[config.mk]
export PLATFORM = sky130hd
export DESIGN_NAME = jam_solver
export DESIGN_NICKNAME = d
export VERILOG_FILES = /design/src/rtl/jam_pkg.sv /design/src/rtl/jam_perm_gen.sv /design/src/rtl/jam_solver.sv
export SDC_FILE = /design/constraint.sdc
export NUM_CORES = 1
export LEC_CHECK = 0
export ABC_AREA = 0
export BUFFER_PORTS_ARGS = -buffer_cell sky130_fd_sc_hd__buf_4
export CAP_MARGIN = 10
export CORE_MARGIN = 2
export CORE_UTILIZATION = 55
export CTS_BUF_LIST = sky130_fd_sc_hd__clkbuf_2
export CTS_CLUSTER_DIAMETER = 50
export DETAILED_ROUTE_END_ITERATION = 8
export GPL_TIMING_DRIVEN = 0
export MAX_ROUTING_LAYER = met4
export PLACE_DENSITY = 0.73
export SYNTH_ARGS = -nofsm -noshare
export SYNTH_HDL_FRONTEND = slang
export SYNTH_SLANG_ARGS = --single-unit
[constraint.sdc]
create_clock -name CLK -period 12.9 [get_ports CLK]
set_input_delay 0.645 -clock CLK [delete_from_list [all_inputs] [get_ports CLK]]
set_output_delay 0.645 -clock CLK [all_outputs]
set_load 0.02 [all_outputs]
[src/rtl/jam_pkg.sv]
// Shared types and helpers for the exhaustive job-assignment solver.
package jam_pkg;

  localparam int unsigned MAX_N     = 8;
  localparam int unsigned MAX_IDX_W = 3;

  typedef enum logic [2:0] {
    IDLE  = 3'd0,
    CALC  = 3'd1,
    NEXT  = 3'd2,
    DRAIN = 3'd3,
    DONE  = 3'd4
  } jam_state_e;

  // Largest permutation container: MAX_N fields of MAX_IDX_W bits, field w = job of worker w.
  typedef logic [MAX_N-1:0][MAX_IDX_W-1:0] jam_perm_t;

  // Accumulated cost width: N entries of cost_w bits never overflow this.
  function automatic int unsigned jam_sum_w(input int unsigned cost_w, input int unsigned n);
    return cost_w + $clog2(n);
  endfunction

endpackage

[src/rtl/jam_perm_gen.sv]
// Combinational lexicographic next-permutation step; is_last flags the fully descending permutation.
module jam_perm_gen #(
  parameter int unsigned N     = 8,
  parameter int unsigned IDX_W = $clog2(N)
) (
  input  logic [N-1:0][IDX_W-1:0] perm,
  output logic [N-1:0][IDX_W-1:0] next_perm,
  output logic                    is_last
);

  int unsigned             piv;
  int unsigned             succ;
  logic                    found;
  logic [IDX_W-1:0]        piv_val;
  logic [IDX_W-1:0]        succ_val;
  logic [N-1:0][IDX_W-1:0] swapped;

  // All selects use constant loop indices so the logic flattens into compare/mux trees.
  always_comb begin
    found     = 1'b0;
    piv       = 0;
    succ      = 0;
    piv_val   = '0;
    succ_val  = '0;
    swapped   = perm;
    next_perm = perm;

    for (int unsigned i = 0; i + 1 < N; i++) begin
      if (perm[i] < perm[i+1]) begin
        found = 1'b1;
        piv   = i;
      end
    end

    for (int unsigned i = 0; i < N; i++) begin
      if (i == piv) piv_val = perm[i];
    end

    // Suffix is descending, so the last larger element is the smallest one above the pivot.
    for (int unsigned i = 0; i < N; i++) begin
      if ((i > piv) && (perm[i] > piv_val)) succ = i;
    end

    for (int unsigned i = 0; i < N; i++) begin
      if (i == succ) succ_val = perm[i];
    end

    for (int unsigned i = 0; i < N; i++) begin
      if (i == piv) swapped[i] = succ_val;
      else if (i == succ) swapped[i] = piv_val;
    end

    next_perm = swapped;
    for (int unsigned i = 0; i < N; i++) begin
      for (int unsigned m = 0; m < N; m++) begin
        if ((i > piv) && (m == N + piv - i)) next_perm[i] = swapped[m];
      end
    end

    is_last = ~found;
  end

endmodule

[src/rtl/jam_solver.sv]
// Exhaustive N-worker/N-job assignment solver: walks all N! permutations in lexicographic
// order against an external cost ROM and keeps the best total, its tie count and first winner.
module jam_solver
  import jam_pkg::*;
#(
  parameter  int unsigned N        = 8,
  parameter  int unsigned COST_W   = 7,
  parameter  int unsigned COST_LAT = 1,
  parameter  int unsigned CNT_W    = 16,
  localparam int unsigned IDX_W    = $clog2(N),
  localparam int unsigned SUM_W    = jam_sum_w(COST_W, N)
) (
  input  logic               CLK,
  input  logic               RST_N,
  input  logic               START,
  input  logic               MODE_MAX,
  output logic               BUSY,
  output logic [IDX_W-1:0]   W,
  output logic [IDX_W-1:0]   J,
  input  logic [COST_W-1:0]  Cost,
  output logic [CNT_W-1:0]   MatchCount,
  output logic [SUM_W-1:0]   BestCost,
  output logic [N*IDX_W-1:0] BestPerm,
  output logic               Valid
);

  typedef logic [N-1:0][IDX_W-1:0] perm_t;

  localparam logic [IDX_W-1:0] K_LAST = IDX_W'(N - 1);

  function automatic perm_t ident_perm();
    perm_t p;
    for (int unsigned i = 0; i < N; i++) p[i] = IDX_W'(i);
    return p;
  endfunction

  localparam perm_t IDENT = ident_perm();

  jam_state_e       state_q, state_d;
  logic [IDX_W-1:0] k_q, k_d;
  perm_t            perm_q, perm_d;
  logic [IDX_W-1:0] w_d, j_d;
  logic             busy_d, valid_d;
  logic             mode_q, mode_d;
  logic             tok_v, tok_first, tok_last;
  logic             start_run;
  logic             pipe_empty;

  perm_t            next_perm;
  logic             is_last;

  logic [COST_LAT:0]        tv_v, tv_first, tv_last;
  perm_t [COST_LAT:0]       tv_perm;
  logic [SUM_W-1:0]         sum_q;
  logic                     cmp_pend;
  perm_t                    cmp_perm;
  logic                     best_empty;
  logic                     better;

  jam_perm_gen #(
    .N     (N),
    .IDX_W (IDX_W)
  ) u_perm_gen (
    .perm      (perm_q),
    .next_perm (next_perm),
    .is_last   (is_last)
  );

  assign pipe_empty = ~(|tv_v) & ~cmp_pend;

  // State and FSM-owned output registers.
  always_ff @(posedge CLK or negedge RST_N) begin
    if (!RST_N) begin
      state_q <= IDLE;
      k_q     <= '0;
      perm_q  <= IDENT;
      W       <= '0;
      J       <= '0;
      BUSY    <= 1'b0;
      Valid   <= 1'b0;
      mode_q  <= 1'b0;
    end else begin
      state_q <= state_d;
      k_q     <= k_d;
      perm_q  <= perm_d;
      W       <= w_d;
      J       <= j_d;
      BUSY    <= busy_d;
      Valid   <= valid_d;
      mode_q  <= mode_d;
    end
  end

  // Next-state and next-output logic.
  always_comb begin
    state_d   = state_q;
    k_d       = k_q;
    perm_d    = perm_q;
    w_d       = W;
    j_d       = J;
    busy_d    = BUSY;
    valid_d   = Valid;
    mode_d    = mode_q;
    tok_v     = 1'b0;
    tok_first = 1'b0;
    tok_last  = 1'b0;
    start_run = 1'b0;

    case (state_q)
      IDLE, DONE: begin
        if (START) begin
          start_run = 1'b1;
          state_d   = CALC;
          k_d       = '0;
          perm_d    = IDENT;
          busy_d    = 1'b1;
          valid_d   = 1'b0;
          mode_d    = MODE_MAX;
        end
      end
      CALC: begin
        w_d       = k_q;
        j_d       = perm_q[k_q];
        tok_v     = 1'b1;
        tok_first = (k_q == '0);
        tok_last  = (k_q == K_LAST);
        if (k_q == K_LAST) state_d = NEXT;
        else k_d = k_q + IDX_W'(1);
      end
      NEXT: begin
        k_d = '0;
        if (is_last) begin
          state_d = DRAIN;
        end else begin
          perm_d  = next_perm;
          state_d = CALC;
        end
      end
      DRAIN: begin
        if (pipe_empty) begin
          state_d = DONE;
          busy_d  = 1'b0;
          valid_d = 1'b1;
        end
      end
      default: state_d = IDLE;
    endcase
  end

  assign better = mode_q ? (sum_q > BestCost) : (sum_q < BestCost);

  // Token pipeline aligned with ROM latency, accumulator and best-result compare.
  always_ff @(posedge CLK or negedge RST_N) begin
    if (!RST_N) begin
      tv_v       <= '0;
      tv_first   <= '0;
      tv_last    <= '0;
      tv_perm    <= '0;
      sum_q      <= '0;
      cmp_pend   <= 1'b0;
      cmp_perm   <= IDENT;
      best_empty <= 1'b1;
      BestCost   <= '0;
      BestPerm   <= IDENT;
      MatchCount <= '0;
    end else begin
      tv_v     <= {tv_v[COST_LAT-1:0], tok_v};
      tv_first <= {tv_first[COST_LAT-1:0], tok_first};
      tv_last  <= {tv_last[COST_LAT-1:0], tok_last};
      tv_perm  <= {tv_perm[COST_LAT-1:0], perm_q};

      if (tv_v[COST_LAT]) begin
        sum_q <= (tv_first[COST_LAT] ? '0 : sum_q) + SUM_W'(Cost);
      end
      cmp_pend <= tv_v[COST_LAT] & tv_last[COST_LAT];
      if (tv_v[COST_LAT] && tv_last[COST_LAT]) cmp_perm <= tv_perm[COST_LAT];

      if (start_run) begin
        MatchCount <= '0;
        best_empty <= 1'b1;
      end else if (cmp_pend) begin
        // Ties only count; BestPerm stays at the lexicographically first winner.
        if (best_empty || better) begin
          BestCost   <= sum_q;
          BestPerm   <= cmp_perm;
          MatchCount <= CNT_W'(1);
          best_empty <= 1'b0;
        end else if ((sum_q == BestCost) && (MatchCount != {CNT_W{1'b1}})) begin
          MatchCount <= MatchCount + CNT_W'(1);
        end
      end
    end
  end

endmodule

# ---- Yosys cells after proc, flatten, opt, wreduce, memory -nomap -nowiden
# Cells that the tools add are included.
dict set report op_classes {
  n_reduce_logical 100
  eq_ne 82
  n_lt_le_gt_ge 25
  muxes 148
  bitwise_logic 5
  addsub 11
}
# op n
set ops {}
lappend ops {{$eq 3x32->1 const A} 32}
lappend ops {{$eq 2x32->1 const A} 16}
lappend ops {{$mux 3} 108}
lappend ops {{$logic_not 32->1} 9}
lappend ops {{$eq 1x32->1 const A} 8}
lappend ops {{$sub 32x3->32 const B} 4}
lappend ops {{$logic_and 1x1->1} 72}
lappend ops {{$mux 16} 4}
lappend ops {{$sub 32x2->32 const B} 2}
lappend ops {{$mux 24} 2}
lappend ops {{$pmux 24 s2} 1}
lappend ops {{$sub 32x1->32 const B} 1}
lappend ops {{$eq 3x3->1 const A} 8}
lappend ops {{$mux 1} 22}
lappend ops {{$gt 3x3->1} 7}
lappend ops {{$lt 3x3->1} 7}
lappend ops {{$add 16x1->16 const B} 1}
lappend ops {{$ne 16x16->1 const B} 1}
lappend ops {{$reduce_and 3->1} 5}
lappend ops {{$eq 2x3->1 const A} 4}
lappend ops {{$gt 3x3->1 const A} 4}
lappend ops {{$pmux 3 s4} 1}
lappend ops {{$add 10x7->10} 1}
lappend ops {{$eq 10x10->1} 1}
lappend ops {{other kinds (26)} 50}
dict set report word_totals {
  out_inout_bits 58
  regBits 179
}

# ---- Logic depth before layout (Yosys ltp)
# Gate-level depths: netlist of the first run.
dict set report depth {
  word_depth 45
  ltp_mapped 34
}

# ---- By module
# A second synthesis of the first run with hierarchy kept.
dict set report hier_totals {
  hier_cells 1214
  hier_area_um2 11310.8
}
# module cells_per_inst area_per_inst_um2 seq_area_each_um2 n_inst
set modules_own_cells {}
lappend modules_own_cells {jam_solver 607 7428.4 4525.6 1}
lappend modules_own_cells {jam_perm_gen 607 3882.5 0.0 1}

# ---- Least setup slack after synthesis of the first run
# Ideal clock, no wire load.
dict set report synth_path {
  kind {register -> register}
  startpoint {register perm_q[19] in the netlist's numbering}
  endpoint {register perm_q[4] in the netlist's numbering}
  t_required_ns 12.808
  path_slack_ns 6.228
  t_arrival_ns 6.580
  path_stages_with_launch 32
  period_less_slack_ns 6.672
  setup_time_ns 0.092
  path_cell_list {dfstp_2 -> clkbuf_1 -> inv_1 -> ha_1 -> a21o_1 -> a31o_2 -> nand2_4 -> nor2_8 -> inv_2 -> clkbuf_1 -> nor2_1 -> clkbuf_1 -> ha_1 -> inv_1 -> nand3_1 -> a221oi_1 -> a31oi_1 -> mux2_2 -> inv_1 -> ha_1 -> and2_1 -> a2bb2oi_1 -> nor2_1 -> a2111oi_2 -> and2_1 -> and2_1 -> inv_1 -> or4_4 -> o211a_1 -> a211oi_1 -> a221oi_1 -> o31ai_2}
}
dict set report synth_between {
  elab_chain_cells 41
}
# item line
set synth_rtl {}
lappend synth_rtl {{start, declared} jam_solver.sv:41} ;# perm_t perm_q, perm_d;
lappend synth_rtl {{start signal, assigned} jam_solver.sv:85} ;# perm_q <= perm_d;
lappend synth_rtl {{$lt 3x3->1} jam_perm_gen.sv:29} ;# if (perm[i] < perm[i+1]) begin
lappend synth_rtl {{$mux 3 (2 in a row)} jam_perm_gen.sv:29}
lappend synth_rtl {{$logic_not 32->1} {jam_perm_gen.sv:36, jam_perm_gen.sv:49}}
lappend synth_rtl {{$mux 3 (8 in a row)} jam_perm_gen.sv:36} ;# if (i == piv) piv_val = perm[i];
lappend synth_rtl {{$gt 3x3->1} jam_perm_gen.sv:41} ;# if ((i > piv) && (perm[i] > piv_val)) succ = i;
lappend synth_rtl {{$logic_and 1x1->1} jam_perm_gen.sv:41}
lappend synth_rtl {{$mux 1} jam_perm_gen.sv:41}
lappend synth_rtl {{$mux 2 (2 in a row)} jam_perm_gen.sv:41}
lappend synth_rtl {{$mux 3 (4 in a row)} jam_perm_gen.sv:41}
lappend synth_rtl {{$logic_not 32->1} {jam_perm_gen.sv:45, jam_perm_gen.sv:50}}
lappend synth_rtl {{$mux 3 (8 in a row)} jam_perm_gen.sv:45} ;# if (i == succ) succ_val = perm[i];
lappend synth_rtl {{$mux 3} jam_perm_gen.sv:49} ;# if (i == piv) swapped[i] = succ_val;
lappend synth_rtl {{$mux 3 (8 in a row)} jam_perm_gen.sv:56} ;# if ((i > piv) && (m == N + piv - i)) next_perm[i] = swapped[m];
lappend synth_rtl {{$mux 24} jam_solver.sv:132} ;# if (is_last) begin
lappend synth_rtl {{$pmux 24 s2} jam_solver.sv:109} ;# case (state_q)
# Several ways; a longest one is shown, not always the timed one. The select of a mux whose other input is x is not followed.
# A chain may end at the register's enable or synchronous reset.

# ---- Worst setup path in the final report of the first run
dict set report layout_path {
  startpoint {register perm_q[16] in the netlist's numbering}
  endpoint {register perm_q[18] in the netlist's numbering}
}
dict set report layout_between {
  elab_chain_cells 42
}
# item line
set layout_rtl {}
lappend layout_rtl {{$lt 3x3->1} jam_perm_gen.sv:29}
lappend layout_rtl {{$mux 3 (3 in a row)} jam_perm_gen.sv:29}
lappend layout_rtl {{$logic_not 32->1} {jam_perm_gen.sv:36, jam_perm_gen.sv:49}}
lappend layout_rtl {{$mux 3 (8 in a row)} jam_perm_gen.sv:36}
lappend layout_rtl {{$gt 3x3->1} jam_perm_gen.sv:41}
lappend layout_rtl {{$logic_and 1x1->1} jam_perm_gen.sv:41}
lappend layout_rtl {{$mux 1} jam_perm_gen.sv:41}
lappend layout_rtl {{$mux 2 (2 in a row)} jam_perm_gen.sv:41}
lappend layout_rtl {{$mux 3 (4 in a row)} jam_perm_gen.sv:41}
lappend layout_rtl {{$logic_not 32->1} {jam_perm_gen.sv:45, jam_perm_gen.sv:50}}
lappend layout_rtl {{$mux 3 (8 in a row)} jam_perm_gen.sv:45}
lappend layout_rtl {{$mux 3} jam_perm_gen.sv:49}
lappend layout_rtl {{$mux 3 (8 in a row)} jam_perm_gen.sv:56}
lappend layout_rtl {{$mux 24} jam_solver.sv:132}
lappend layout_rtl {{$pmux 24 s2} jam_solver.sv:109}
# Several ways; a longest one is shown, not always the timed one. The select of a mux whose other input is x is not followed.

==> flow_metrics.env, run 1 <==
export IMPL_syn_cell_area_um2=11300
export IMPL_crit_path_top_delay_cell="a31oi_1"
export IMPL_rr_worst_depth=29
export IMPL_synthFlopType="dfrtp_1"
export IMPL_post_route_period_util_pct=79.3
export IMPL_worst_path_most_repeated_cell="clkbuf_1"
export IMPL_p_total_mw=3.66
export IMPL_layout_commonest_cell="dfrtp_1"
export IMPL_crit_fanout=13
export IMPL_drive_gt1_share_pct=21.9
export IMPL_slew_headroom_pct=27.5
export IMPL_drv_slew=0
export IMPL_nets=1329
export IMPL_tns_ns=0
export IMPL_synthCells=1169
export IMPL_place_congestion=1.06
export IMPL_syn_nets=1236
export IMPL_coreArea_um2=20200
export IMPL_clk_latency_ns=0.83
export IMPL_crit_arrival_ns=10.87
export IMPL_grt_pass1_vias=9986
export IMPL_cp_end_kind="register"
export IMPL_regToRegEndpoint="perm_q[18]$_DFFE_PN0P_"
export IMPL_antenna_found_initial=2
export IMPL_numCtsBuffers=17
export IMPL_grtUsageTotal_pct=38.3
export IMPL_synth_edf_count=0
export IMPL_cap_violations=0
export IMPL_max_slew_worst_pin_slew_ns=1.08
export IMPL_hpwl_mm=31.2
export IMPL_initial_core_util_pct=55.9
export IMPL_clkTransAtPathRegs_ns=0.33
export IMPL_rsz0062_at_grt="false"
export IMPL_ctsLongestPathBuffers=2
export IMPL_portBuffers=68
export IMPL_boundaryPins=69
export IMPL_drt_pass1_iter_count=6
export IMPL_dr_first_iter_drc_count=1196
export IMPL_grt_max_degree=100
export IMPL_cts_sinks=179
export IMPL_timing_fmax_ghz=0.0977
export IMPL_worstHoldPathType="input pin to register"
export IMPL_fin_util_pct=61.9
export IMPL_cts_root_buf="clkbuf_2"
export IMPL_cts_tree="yes"
export IMPL_drt_total_wl_mm=40.3
export IMPL_min_from="Cost[0]"
export IMPL_hold_depth=4
export IMPL_holdPathEnd="sum_q[0]$_DFFE_PN0P_"
export IMPL_r2r_start="perm_q[16]$_DFFE_PN0P_"
export IMPL_final_setup_viol_count=0
export IMPL_worst_setup_path_start_kind="register"
export IMPL_worst_path_buf_inv=7
export IMPL_final_cell_mix="142 x dfrtp_1, 114 x nand2_1, 81 x nor2_1"
export IMPL_area_growth_pct=10.8
export IMPL_outcome="completed"
export IMPL_h_tree_depth=4
export IMPL_die_width_um=147
export IMPL_ant_nets=0
export IMPL_syn_avg_cell_area_um2=9.67
export IMPL_p_leak_nw=5.47
export IMPL_crit_start="perm_q[16]$_DFFE_PN0P_"
export IMPL_rows=52
export IMPL_grt_pass1_wl_mm=60.4
export IMPL_path_delay_family="compound AO/OA/AOI/OAI gates"
export IMPL_peakVddDrop_mv=0.221
export IMPL_wire_per_inst_um=26.1
export IMPL_post_cts_buffers=0
export IMPL_skew_ns=0.0762
export IMPL_final_hold_violation_count=0
export IMPL_die_area_um2=21700
export IMPL_rrSetupSlack_ns=2.67
export IMPL_powerDensity_nw_per_um2=292
export IMPL_required_ns=13.53
export IMPL_vias_per_cell=6.78
export IMPL_ys_ff_latch=179
export IMPL_period_minus_slack_ns=10.23
export IMPL_drc=0
export IMPL_async_reset_ff_share_pct=100
export IMPL_ys_warn_count=0
export IMPL_die_h_um=147
export IMPL_ys_types=102
export IMPL_grt_overflow_total=0
export IMPL_criticalPathCategory="register to register"
export IMPL_ys_seq_area_share_pct=40.0
export IMPL_vias=10500
export IMPL_cp_slowest_stage_delay_ns=0.92
## area by class of cell
type,instances,area (um2)
buffer,47,236
antenna,2,5.00
fill,1624,7700
clock buffer,17,85.1
tap,270,338
sequential,179,4530
clock inverter,15,203
timing repair buffer,74,588
multi-input combinational,878,6310
inverter,65,244
## Yosys cell counts (15+ instances only)
master,count,area share [%]
a21o_1,15,1.0
a21oi_1,58,2.6
a31oi_1,19,1.1
clkbuf_1,34,1.1
dfrtp_1,142,31
dfstp_2,37,8.6
ha_1,55,6.1
inv_1,64,2.1
mux2_2,65,6.5
nand2_1,114,3.8
nand3_1,39,1.7
nor2_1,81,2.7
nor2b_1,15,0.83
nor3_1,28,1.2
o211ai_1,17,1.1
o21ai_0,64,2.8
## layer usage
layer / vias to the layer above / track usage, % / share of wire [%] / wire [um]
li1: 4583 / - / - / -
met1: 5064 / 49.6 / 40 / 16300
met2: 655 / 56.5 / 44 / 17900
met3: 190 / 6.73 / 8.5 / 3440
met4: 0 / 23.3 / 6.8 / 2750
met5: - / - / 0 / 0
## worst min-delay path, cell delays in order
cell,delay [ns]
buf_4,0.09
ha_1,0.14
nand2_1,0.05
o21ai_0,0.06
## report_power, final
| group | total, mW | leakage [nW] | internal, mW | switching [mW] |
|---|---|---|---|---|
| registers | 0.780 | 2.20 | 0.694 | 0.0860 |
| logic | 2.56 | 3.11 | 0.756 | 1.80 |
| clock network | 0.325 | 0.160 | 0.0741 | 0.251 |
## kinds of logic after synthesis
kind of cell / count (synthesis) / share of synthesized area [%]
AND/OR/NAND/NOR: 361 / 15.8
AO/OA/AOI/OAI: 358 / 23.4
flip-flops: 179 / 40.0
buffers and inverters: 112 / 4.25
multiplexers: 85 / 8.95
adder cells (fa/ha/maj): 56 / 6.26
XOR/XNOR: 18 / 1.39
## worst max-delay path by stage
stage / endpoint / slack (ns) / depth (start not counted)
2_1_floorplan: perm_q[4]$_DFFE_PN0P_ / 6.23 / 31
3_3_place_gp: perm_q[18]$_DFFE_PN0P_ / 2.86 / 30
3_5_place_dp: perm_q[18]$_DFFE_PN0P_ / 3.18 / 29
4_1_cts: perm_q[18]$_DFFE_PN0P_ / 3.14 / 29
5_1_grt: perm_q[18]$_DFFE_PN0P_ / 2.51 / 30
6_report: perm_q[18]$_DFFE_PN0P_ / 2.67 / 29
## stage by stage
step                setup WS [ns]  instance area [um2]  cells  hold WS [ns]
finish                       2.67                12500   1547         0.174
global route                 2.51                12500   1547         0.128
CTS                          3.14                12500   1544       0.00549
detailed placement           3.18                12200   1510         0.335
global placement             2.86                12200   1507         0.331
floorplan                    6.23                11300   1169         0.331
## timing repair
| action | CTS | global route |
|---|---|---|
| endpoints found under the hold margin | 70 | 1 |
| resized for setup | 0 | 0 |
| hold buffers | 2 | 1 |
| endpoints found under the setup margin | 0 | 0 |
## sequential cells by signal (all words and copies together) (netlist names), 3 cells and up
register / count
cmp_perm: 24
BestCost: 10
tv_perm: 48
state_q: 3
sum_q: 10
perm_q: 24
W: 3
BestPerm: 24
J: 3
k_q: 3
MatchCount: 16
Power figures use the tool's default switching activity.
==> run 2, diff against run 1 <==
--- a/config.mk
+++ b/config.mk
@@ -15,7 +15,7 @@
 export DETAILED_ROUTE_END_ITERATION = 8
 export GPL_TIMING_DRIVEN = 0
 export MAX_ROUTING_LAYER = met4
-export PLACE_DENSITY = 0.73
+export PLACE_DENSITY = 0.76
 export SYNTH_ARGS = -nofsm -noshare
 export SYNTH_HDL_FRONTEND = slang
 export SYNTH_SLANG_ARGS = --single-unit
==> constraint.sdc (replaced) <==
create_clock -name CLK -period 8.8 [get_ports CLK]
set_input_delay 0.44 -clock CLK [delete_from_list [all_inputs] [get_ports CLK]]
set_output_delay 0.44 -clock CLK [all_outputs]
set_load 0.02 [all_outputs]
==> run 2 against run 1 <==
Via count is 2.6% higher. Design area is 1.7% higher. Register-to-register slack worse by 2.6 ns. Core utilization is 1.0 points higher. Worst setup slack worse by 2.6 ns. First-iteration DRC count is 9.6% higher. Flip-flop and latch count stayed put. Clock-buffer cell count stayed put. Critical path depth stayed put.
==> flow_metrics.env, run 2 (synthesized netlist as in run 1, its figures left out) <==
export IMPL_rrSetupSlack_ns=0.07
export IMPL_cp_end_kind="register"
export IMPL_drt_pass1_iter_count=9
export IMPL_grtUsageTotal_pct=41.3
export IMPL_skew_ns=0.0908
export IMPL_wire_per_inst_um=27.7
export IMPL_final_cell_mix="142 x dfrtp_1, 114 x nand2_1, 80 x nor2_1"
export IMPL_ctsLongestPathBuffers=2
export IMPL_cts_tree="yes"
export IMPL_max_slew_worst_pin_slew_ns=1.15
export IMPL_final_hold_violation_count=0
export IMPL_coreArea_um2=20200
export IMPL_h_tree_depth=4
export IMPL_nets=1335
export IMPL_slew_headroom_pct=23.4
export IMPL_portBuffers=68
export IMPL_place_congestion=1.08
export IMPL_ant_nets=0
export IMPL_grt_max_degree=127
export IMPL_crit_arrival_ns=9.45
export IMPL_antenna_found_initial=1
export IMPL_clkTransAtPathRegs_ns=0.33
export IMPL_rsz0062_at_grt="false"
export IMPL_boundaryPins=69
export IMPL_period_minus_slack_ns=8.73
export IMPL_grt_pass1_wl_mm=65.0
export IMPL_post_route_period_util_pct=99.3
export IMPL_timing_fmax_ghz=0.114
export IMPL_cts_root_buf="clkbuf_2"
export IMPL_rows=52
export IMPL_worst_path_most_repeated_cell="ha_1"
export IMPL_initial_core_util_pct=55.9
export IMPL_cp_slowest_stage_delay_ns=0.75
export IMPL_criticalPathCategory="register to register"
export IMPL_tns_ns=0
export IMPL_drc=0
export IMPL_grt_overflow_total=0
export IMPL_area_growth_pct=12.7
export IMPL_required_ns=9.52
export IMPL_dr_first_iter_drc_count=1311
export IMPL_worst_setup_path_start_kind="register"
export IMPL_clk_latency_ns=0.83
export IMPL_path_delay_family="compound AO/OA/AOI/OAI gates"
export IMPL_outcome="completed"
export IMPL_top_register="tv_perm"
export IMPL_grt_pass1_vias=10600
export IMPL_vias=10800
export IMPL_die_area_um2=21700
export IMPL_hpwl_mm=32.0
export IMPL_cap_violations=0
export IMPL_worstHoldPathType="input pin to async pin"
export IMPL_crit_path_top_delay_cell="dfstp_2"
export IMPL_vias_per_cell=6.94
export IMPL_worst_path_buf_inv=6
export IMPL_die_h_um=147
export IMPL_final_setup_viol_count=0
export IMPL_numCtsBuffers=17
export IMPL_die_width_um=147
export IMPL_crit_fanout=13
export IMPL_largest_reg_flops=48
export IMPL_drt_total_wl_mm=43.0
export IMPL_drive_gt1_share_pct=24.5
export IMPL_cts_sinks=179
export IMPL_layout_commonest_cell="dfrtp_1"
export IMPL_drv_slew=0
-- run 2: stage by stage --
stage / instances / cell area [um2] / util [%] / worst slack [ns] / hold WS [ns]
floorplan: 1169 / 11300 / - / 2.13 / 0.144
global placement: 1507 / 12200 / 60.1 / -1.32 / 0.331
detailed placement: 1511 / 12200 / 60.4 / -1.28 / 0.335
CTS: 1546 / 12600 / 62.2 / 0.0157 / 0.0606
global route: 1552 / 12700 / 63.0 / 0.00492 / 0.0462
finish: 1552 / 12700 / 63.0 / 0.0659 / 0.0760
-- run 2: layout make-up --
type | count | area, um2
fillers | 1555 | 7490
well taps | 270 | 338
diodes | 1 | 2.50
clock inverters | 15 | 179
multi-input cells | 878 | 6460
plain buffers | 46 | 246
inverters | 65 | 248
flip-flops and latches | 179 | 4530
clock buffers | 17 | 85.1
repair buffers | 81 | 659
-- run 2: metal layers --
layer | wire length [um] | vias to the layer above | GRT usage (%)
li1 | - | 4588 | -
met1 | 16600 | 5233 | 52.3
met3 | 4230 | 201 | 8.95
met5 | 0 | - | -
met2 | 19400 | 746 | 61.9
met4 | 2830 | 0 | 22.9
-- run 2: path summary, 6_finish.rpt --
path                                         from                        to  depth (start not counted)
max                        perm_q[17]$_DFFE_PN1P_    perm_q[19]$_DFFE_PN1P_                         29
min                                         RST_N    perm_q[11]$_DFFE_PN0P_                          2
max reg2reg                perm_q[17]$_DFFE_PN1P_    perm_q[19]$_DFFE_PN1P_                         29
min reg2reg                 tv_perm[23]$_DFF_PN0_     tv_perm[47]$_DFF_PN0_                          0
max in group asynchronous                   RST_N  BestPerm[17]$_DFFE_PN1P_                          3
min in group CLK                          Cost[1]      sum_q[1]$_DFFE_PN0P_                          4
-- run 2: timing repair --
item,4_1_cts,5_1_grt
setup buffers,0,5
hold endpoints to repair,68,0
pin swaps,0,2
gates resized for setup,18,25
endpoints found under the setup margin,24,23
hold buffers,4,0
-- run 2: worst reg2reg max path, delay by kind of cell (launching register included) --
| kind | cells | cell delay, ns |
|---|---|---|
| compound gates | 11 | 2.59 |
| fa+ha+maj | 3 | 1.11 |
| buf+inv | 6 | 1.59 |
| flops | 1 | 0.75 |
| mux | 2 | 0.90 |
| simple gates | 7 | 1.72 |
Power of run 2 is left out: the tool's default activity adds up to more than one toggle a clock period on the data nets, which glitch-free logic cannot reach.
==> run 3, diff against run 2 <==
--- a/config.mk
+++ b/config.mk
@@ -13,7 +13,6 @@
 export CTS_BUF_LIST = sky130_fd_sc_hd__clkbuf_2
 export CTS_CLUSTER_DIAMETER = 50
 export DETAILED_ROUTE_END_ITERATION = 8
-export GPL_TIMING_DRIVEN = 0
 export MAX_ROUTING_LAYER = met4
 export PLACE_DENSITY = 0.76
 export SYNTH_ARGS = -nofsm -noshare
==> run 3 against run 2 <==
Non-clock buffer count increased by 44. Critical path depth stayed put. Wire length grew 1.9%. Clock-buffer cell count grew 1. Worst setup slack better by 0.93 ns.
==> flow_metrics.env, run 3 (synthesized netlist as in run 1, its figures left out) <==
export IMPL_cp_slowest_stage_delay_ns=0.85
export IMPL_cp_end_kind="register"
export IMPL_cts_root_buf="clkbuf_2"
export IMPL_rr_worst_depth=29
export IMPL_grt_pass1_vias=10900
export IMPL_clk_latency_ns=0.86
export IMPL_die_width_um=147
export IMPL_clkTransAtPathRegs_ns=0.39
export IMPL_peakVddDrop_mv=0.297
export IMPL_cts_sinks=179
export IMPL_criticalPathCategory="register to register"
export IMPL_final_setup_viol_count=0
export IMPL_drt_pass1_iter_count=9
export IMPL_numCtsBuffers=17
export IMPL_hold_depth=4
export IMPL_outcome="completed"
export IMPL_grt_overflow_total=0
export IMPL_die_h_um=147
export IMPL_grtUsageTotal_pct=42.0
export IMPL_crit_fanout=10
export IMPL_vias_per_cell=6.84
export IMPL_portBuffers=68
export IMPL_wire_per_inst_um=27.4
export IMPL_p_leak_nw=5.85
export IMPL_tns_ns=0
export IMPL_nets=1379
export IMPL_drive_gt1_share_pct=27.5
export IMPL_rsz0062_at_grt="false"
export IMPL_crit_arrival_ns=8.51
export IMPL_period_minus_slack_ns=7.80
export IMPL_final_hold_violation_count=0
export IMPL_final_cell_mix="165 x buf_4, 142 x dfrtp_1, 114 x nand2_1"
export IMPL_boundaryPins=69
export IMPL_dr_first_iter_drc_count=1397
export IMPL_worstHoldPathType="input pin to register"
export IMPL_grt_max_degree=102
export IMPL_h_tree_depth=4
export IMPL_slew_headroom_pct=26.8
export IMPL_max_slew_worst_pin_slew_ns=1.09
export IMPL_drv_slew=0
export IMPL_timing_fmax_ghz=0.128
export IMPL_powerDensity_nw_per_um2=453
export IMPL_drc=0
export IMPL_ant_nets=0
export IMPL_top_register="tv_perm"
export IMPL_worst_path_most_repeated_cell="inv_1"
export IMPL_worst_setup_path_start_kind="register"
export IMPL_cts_resized=0
export IMPL_fin_ws_ns=0.996
export IMPL_drt_total_wl_mm=43.8
export IMPL_cap_violations=0
export IMPL_vias=10900
export IMPL_hpwl_mm=32.8
export IMPL_skew_ns=0.106
export IMPL_die_area_um2=21700
export IMPL_cts_tree="yes"
export IMPL_largest_reg_flops=48
export IMPL_coreArea_um2=20200
export IMPL_post_cts_buffers=0
export IMPL_initial_core_util_pct=55.9
export IMPL_grt_pass1_wl_mm=66.2
export IMPL_place_congestion=1.16
export IMPL_fin_util_pct=64.4
export IMPL_area_growth_pct=15.2
export IMPL_ctsLongestPathBuffers=2
export IMPL_pre_cts_ws_ns=1.43
export IMPL_required_ns=9.50
export IMPL_crit_path_top_delay_cell="dfstp_2"
export IMPL_antenna_found_initial=2
export IMPL_post_route_period_util_pct=88.7
export IMPL_rows=52
export IMPL_layout_commonest_cell="buf_4"
run 3: cell types whose count changed in the layout (fill, tap and decap cells not counted), sizes merged:
cell / delta
buf: +77
clkbuf: -32
diode: +2
inv: -2
bufinv: +1
run 3: critical path: cells and delay by family, from the launching register on:
| kind | cells | cell delay (ns) |
|---|---|---|
| AOI/OAI and AO/OA | 10 | 2.53 |
| and+or+nand+nor | 9 | 2.22 |
| buffers and inverters | 6 | 1.04 |
| adders and majority gates | 3 | 0.85 |
| DFF | 1 | 0.85 |
| muxes | 1 | 0.15 |
run 3: routing by layer:
layer	vias up	GRT usage [%]	part of all wire (%)
li1	4664	-	-
met1	5236	53.5	39
met2	780	61.9	44
met3	256	8.86	10
met4	0	25.2	7.7
met5	-	-	0
run 3: metrics by stage:
step	instances	total power, mW	hold slack [ns]	cell area (um2)
detailed placement	1559	5.20	0.335	12700
floorplan	1169	3.44	0.144	11300
CTS	1595	5.71	0.0148	13000
finish	1598	5.90	0.0427	13000
global route	1598	6.14	0.0373	13000
global placement	1559	5.20	0.331	12700
run 3: timing repair:
| action | in CTS | in global routing |
|---|---|---|
| hold buffers | 4 | 0 |
| setup endpoints to repair | 0 | 0 |
| endpoints found under the hold margin | 82 | 0 |
run 3: path summary, 6_finish.rpt:
check	from	to	slack [ns]
max	perm_q[10]$_DFFE_PN1P_	perm_q[3]$_DFFE_PN1P_	1.0
min	Cost[1]	sum_q[1]$_DFFE_PN0P_	0.04
max reg2reg	perm_q[10]$_DFFE_PN1P_	perm_q[3]$_DFFE_PN1P_	1.0
min reg2reg	tv_perm[10]$_DFF_PN0_	tv_perm[34]$_DFF_PN0_	0.37
max in group asynchronous	RST_N	tv_perm[17]$_DFF_PN0_	6.94
min in group asynchronous	RST_N	perm_q[13]$_DFFE_PN0P_	0.19
run 3: layout make-up:
type,instances,area (um2)
Tap cell,270,338
Clock inverter,14,190
Antenna cell,3,7.51
Timing Repair Buffer,171,1310
Clock buffer,18,90.1
Inverter,65,244
Sequential cell,179,4530
Multi-Input combinational cell,878,6320
Fill cell,1579,7210
run 3: where the power goes:
part / internal, mW / switching, mW
Clock: 0.148 / 0.338
Sequential: 1.02 / 0.185
Combinational: 1.59 / 2.62
